### src/rtl/reset_sequencer_if.sv
// Reset-sequencer side-band: soft-reset handshake plus the staged reset outputs.
// The sequencer drives through the master modport; a consumer/requester uses slave.
interface reset_sequencer_if #(
  parameter int unsigned NUM_STAGES = 4
);
  logic                  soft_rst_req_i;
  logic [NUM_STAGES-1:0] rst_n_o;
  logic                  rst_done_o;
  logic                  soft_rst_ack_o;

  modport master (
    input  soft_rst_req_i,
    output rst_n_o,
    output rst_done_o,
    output soft_rst_ack_o
  );

  modport slave (
    output soft_rst_req_i,
    input  rst_n_o,
    input  rst_done_o,
    input  soft_rst_ack_o
  );
endinterface

### src/rtl/reset_sequencer.sv
// Staged reset generator: synchronised release of NUM_STAGES active-low resets, one group
// every STAGE_DLY cycles, with a soft-reset request that re-runs the assert/release sequence.
module reset_sequencer #(
  parameter int unsigned NUM_STAGES  = 4,
  parameter int unsigned STAGE_DLY   = 8,
  parameter int unsigned SYNC_STAGES = 2
) (
  input logic               clk,
  input logic               reset_n,
  reset_sequencer_if.master bus
);

  localparam int unsigned CntW = (STAGE_DLY > 1) ? $clog2(STAGE_DLY) : 1;
  localparam int unsigned IdxW = (NUM_STAGES > 1) ? $clog2(NUM_STAGES) : 1;

  localparam logic [CntW-1:0] CntLast = CntW'(STAGE_DLY - 1);
  localparam logic [IdxW-1:0] IdxLast = IdxW'(NUM_STAGES - 1);

  typedef enum logic [1:0] {
    StHold,
    StRelease,
    StDone,
    StAssert
  } state_e;

  state_e                state_q, state_d;
  logic [SYNC_STAGES-1:0] sync_q;
  logic                  rst_sync;
  logic [CntW-1:0]       cnt_q, cnt_d;
  logic [IdxW-1:0]       idx_q, idx_d;
  logic [NUM_STAGES-1:0] rst_n_q, rst_n_d;
  logic                  done_q, done_d;
  logic                  ack_q, ack_d;
  logic                  cnt_last;

  // Release synchroniser: reset_n assertion clears it asynchronously, release ripples in.
  always_ff @(posedge clk or negedge reset_n) begin
    if (!reset_n) begin
      sync_q <= '0;
    end else begin
      sync_q <= {sync_q[SYNC_STAGES-2:0], 1'b1};
    end
  end

  assign rst_sync = sync_q[SYNC_STAGES-1];
  assign cnt_last = (cnt_q == CntLast);

  // State register
  always_ff @(posedge clk or negedge reset_n) begin
    if (!reset_n) begin
      state_q <= StHold;
    end else begin
      state_q <= state_d;
    end
  end

  // Next-state logic
  always_comb begin
    state_d = state_q;
    unique case (state_q)
      StHold: begin
        if (rst_sync) state_d = StRelease;
      end
      StRelease: begin
        if (cnt_last && (idx_q == IdxLast)) state_d = StDone;
      end
      StDone: begin
        if (bus.soft_rst_req_i) state_d = StAssert;
      end
      StAssert: begin
        if (cnt_last) state_d = StRelease;
      end
      default: state_d = StHold;
    endcase
  end

  // Output and datapath next values; every output is taken straight from a flop.
  always_comb begin
    cnt_d   = cnt_q;
    idx_d   = idx_q;
    rst_n_d = rst_n_q;
    done_d  = done_q;
    ack_d   = 1'b0;
    unique case (state_q)
      StHold: begin
        rst_n_d = '0;
        done_d  = 1'b0;
        if (rst_sync) begin
          cnt_d = '0;
          idx_d = '0;
        end
      end
      StRelease: begin
        if (cnt_last) begin
          cnt_d = '0;
          idx_d = idx_q + IdxW'(1);
          for (int unsigned k = 0; k < NUM_STAGES; k++) begin
            if (idx_q == IdxW'(k)) rst_n_d[k] = 1'b1;
          end
          if (idx_q == IdxLast) done_d = 1'b1;
        end else begin
          cnt_d = cnt_q + CntW'(1);
        end
      end
      StDone: begin
        if (bus.soft_rst_req_i) begin
          rst_n_d = '0;
          done_d  = 1'b0;
          cnt_d   = '0;
        end
      end
      StAssert: begin
        if (cnt_last) begin
          cnt_d = '0;
          idx_d = '0;
          ack_d = 1'b1;
        end else begin
          cnt_d = cnt_q + CntW'(1);
        end
      end
      default: begin
        rst_n_d = '0;
        done_d  = 1'b0;
        cnt_d   = '0;
        idx_d   = '0;
      end
    endcase
  end

  always_ff @(posedge clk or negedge reset_n) begin
    if (!reset_n) begin
      cnt_q   <= '0;
      idx_q   <= '0;
      rst_n_q <= '0;
      done_q  <= 1'b0;
      ack_q   <= 1'b0;
    end else begin
      cnt_q   <= cnt_d;
      idx_q   <= idx_d;
      rst_n_q <= rst_n_d;
      done_q  <= done_d;
      ack_q   <= ack_d;
    end
  end

  assign bus.rst_n_o        = rst_n_q;
  assign bus.rst_done_o     = done_q;
  assign bus.soft_rst_ack_o = ack_q;

  // Released stages always form a contiguous run starting at stage 0.
  a_thermometer : assert property (@(posedge clk) disable iff (!reset_n)
    ((rst_n_q & (rst_n_q + NUM_STAGES'(1))) == '0));

endmodule

### src/flat_wrapper.sv
// flat-port wrapper written by rule: the top's interface ports become plain ports
module reset_sequencer_flat 
#(
  parameter int unsigned NUM_STAGES  = 4,
  parameter int unsigned STAGE_DLY   = 8,
  parameter int unsigned SYNC_STAGES = 2
)
  (clk, reset_n, bus_soft_rst_req_i, bus_rst_n_o, bus_rst_done_o, bus_soft_rst_ack_o);
  reset_sequencer_if #(.NUM_STAGES(NUM_STAGES)) bus_i ();
  input logic clk;
  input logic reset_n;
  input wire logic [$bits(bus_i.soft_rst_req_i)-1:0] bus_soft_rst_req_i;
  output wire logic [$bits(bus_i.rst_n_o)-1:0] bus_rst_n_o;
  output wire logic [$bits(bus_i.rst_done_o)-1:0] bus_rst_done_o;
  output wire logic [$bits(bus_i.soft_rst_ack_o)-1:0] bus_soft_rst_ack_o;
  assign bus_i.soft_rst_req_i = bus_soft_rst_req_i;
  assign bus_rst_n_o = bus_i.rst_n_o;
  assign bus_rst_done_o = bus_i.rst_done_o;
  assign bus_soft_rst_ack_o = bus_i.soft_rst_ack_o;
  reset_sequencer #(.NUM_STAGES(NUM_STAGES), .STAGE_DLY(STAGE_DLY), .SYNC_STAGES(SYNC_STAGES)) u_core (.clk(clk), .reset_n(reset_n), .bus(bus_i));
endmodule
### config.mk
export PLATFORM = sky130hd
export DESIGN_NAME = reset_sequencer_flat
export DESIGN_NICKNAME = d
export VERILOG_FILES = /design/src/rtl/reset_sequencer_if.sv /design/src/rtl/reset_sequencer.sv /design/src/flat_wrapper.sv
export SDC_FILE = /design/constraint.sdc
export NUM_CORES = 1
export LEC_CHECK = 0
export CORE_UTILIZATION = 48
export DETAILED_ROUTE_END_ITERATION = 7
export PLACE_DENSITY = 0.72
export SKIP_CTS_REPAIR_TIMING = 1
export SLEW_MARGIN = 25
export SYNTH_ARGS = -nofsm -noshare
export SYNTH_HDL_FRONTEND = slang
export SYNTH_SLANG_ARGS = --single-unit
### constraint.sdc
create_clock -name clk -period 1.7 [get_ports clk]
set_input_delay 0.255 -clock clk [delete_from_list [all_inputs] [get_ports clk]]
set_output_delay 0.255 -clock clk [all_outputs]
set_load 0.01 [all_outputs]
==> metrics <==
detailed-placement wirelength estimate 1080 µm; power density over cell area roughly 1400 nW/µm²; per-cell routed wire length 13.6 µm; htree depth 1; Slowest-stage cell, CP dfrtp_1; total I/O pin count 9; met2 wire len roughly 700 µm; top cells by area, synth dfrtp_1, ha_1, a2111oi_4; drt first pass iters 4; Reg2Reg Launch Point u_core.cnt_q[0]$_DFFE_PN0P_; Antenna diodes 0; r2r worst-path depth 5; endpoints failing hold 0; number of different library cells in the post-synthesis netlist 27; area leader, netlist dfrtp_1; Placement Rows 14; fraction of layout cells with a size suffix above 1 0.253; Util after Layout 0.651; Initial Util 0.521; # fillers 122; Die ar. 1840 µm²; Avg Cell Area, Syn around 11 µm²; mux cell area share after synthesis 0.0312; metal1 wirelength 671 µm; Layout area overhead 24.9%; Tmin final 1.68 ns; CP arrival between 1.5 and 2 ns; DRT antenna net count 0; Synthesized Nets 89; top cells by count, synth dfrtp_1, ha_1, inv_1, o21ai_0; Final Slew Violations 0; Root Driver clkbuf_4; critical setup path kind reg -> reg; CTS tree built; largest net degree at the start of global routing 15; Adder-Cell Fraction of Synth Area 0.202; delay-heaviest family, CP adder cells; via count of the routed design 562; maxcap violations 0; largest family of logic cells by synthesized area adder cells; CP Launch Type flip-flop; register area 352 µm²; Compound-Gate Fraction of Synth Area 0.136; simple-gate portion of the synthesized area 0.151; Max Fanout on Critical Path 3; vias in the first global route ~570; Multi-input gate area 437 µm²; Synth top area share 0.436; top routing layer in use met4; GR Util All Layers 0.188; Finished Layout Cells 107; Cell Area, Synth about 800 µm²; Async SR Flop Fraction 1.00; CP required 1.88 ns; Seq/Total Area, Yosys 0.436; slowest stage delay, CP between 0.3 and 0.4 ns; Worst Path Buf+Inv 0; setup slack, reg-to-reg 0.02 ns; die width 42.9 µm; status completed; predominant post-synthesis flop cell dfrtp_1; Yosys warning count 0; Clock Skews 0.00635 ns; Cell Count Post-Placement 102; Hold Crit Class in -> async; WL met3 just under 60 µm; cell with the most instances after synthesis dfrtp_1; first-pass GRT wire length 2460 µm; drt total wl 1450 µm; crit-path cells ha_1, ha_2, nand2_1, a2111oi_4, mux2_4; CP Capture Type flip-flop; Final #Nets approximately 110; initial drt markers 13; leakage 0.469 nW; routability congestion estimate 0.758; Final period util 0.989; Skew-Pair Late Insertion Delay about 0.28 ns; initial antenna violation count 0; via/cell ratio ~5.3; Reg clk slew, reported paths 0.09 ns; final setup violation count 0; CTS max path bufs 2; Sink Count 14; core area 1540 µm²; remaining global-route overflow 0; fmax between 500 and 600 MHz; Synth Area in XOR/XNOR 0; post-synthesis cell count 73; VDD IR max around 0.94 mV; DRC Markers 0; EDFF count, synth 0; TritonCTS Buffers 3; R2R Path End u_core.state_q[1]$_DFFE_PN0P_; Die Height roughly 43 µm; I/O Buffers 8; Yosys reg bits 14
where the power goes:
part	leakage [nW]	internal (W)	switching [W]
logic	0.267	0.000360	0.000310
registers	0.181	0.000399	0.0000617
clock network	0.0210	0.000130	0.000111
total	0.469	0.000890	0.000483
cells by family after synthesis:
logic type	after synthesis
adders and majority gates	13
and+or+nand+nor	21
muxes	2
DFF	14
buffers and inverters	7
other	1
AOI/OAI and AO/OA	15
routing by layer:
| metal | vias up | GRT usage |
|---|---|---|
| met5 | - | 0 |
| met4 | 0 | 0.113 |
| met3 | 5 | 0.0681 |
| met2 | 12 | 0.282 |
| met1 | 256 | 0.228 |
| li1 | 289 | - |
through the flow:
step | worst slack (ns) | total power [W] | TNS [ns] | hold slack, ns | area [µm²]
5_1_grt | -0.0363 | 0.00148 | -0.0650 | 0.284 | 1000
6_report | 0.0192 | 0.00137 | 0 | 0.263 | 1000
2_1_floorplan | 0.0483 | 0.000868 | 0 | -0.0406 | 803
3_5_place_dp | -0.0142 | 0.00109 | -0.0142 | 0.352 | 943
3_3_place_gp | -0.000179 | 0.00107 | -0.000179 | 0.346 | 943
4_1_cts | -0.0417 | 0.00135 | -0.0723 | 0.264 | 980
sequential cells by signal, indices dropped and copies added, names as in the netlist:
register	count
u_core.state_q	2
u_core.cnt_q	3
u_core.sync_q	2
u_core.bus.soft_rst_ack_o	1
u_core.bus.rst_n_o	4
u_core.idx_q	2
layout by cell type, fill, tap and decap left out, drive strengths merged, types with 2 or more instances in the layout:
| cell | count |
|---|---|
| or4 | 2 |
| inv | 5 |
| clkdlybuf4s50 | 8 |
| nand2 | 2 |
| buf | 8 |
| nor2b | 4 |
| ha | 13 |
| a31oi | 4 |
| clkbuf | 4 |
| o21ai | 8 |
| nor2 | 4 |
| nand2b | 2 |
| dfrtp | 14 |
worst max-delay path by stage:
stage,cells past startpoint,start,end
global placement,5,u_core.cnt_q[0]$_DFFE_PN0P_,u_core.state_q[1]$_DFFE_PN0P_
CTS,5,u_core.cnt_q[0]$_DFFE_PN0P_,u_core.state_q[1]$_DFFE_PN0P_
global route,6,u_core.cnt_q[0]$_DFFE_PN0P_,u_core.state_q[0]$_DFFE_PN0P_
finish,5,u_core.cnt_q[0]$_DFFE_PN0P_,u_core.state_q[1]$_DFFE_PN0P_
floorplan,4,u_core.state_q[0]$_DFFE_PN0P_,u_core.state_q[1]$_DFFE_PN0P_
detailed placement,5,u_core.cnt_q[0]$_DFFE_PN0P_,u_core.state_q[1]$_DFFE_PN0P_
area by class of cell:
type / instances / share of cell area
timing repair buffer: 16 / 0.140
clock buffer: 4 / 0.0362
multi-input combinational: 52 / 0.435
tap: 16 / 0.0200
sequential: 14 / 0.350
inverter: 5 / 0.0187
Power figures use the tool's default switching activity.
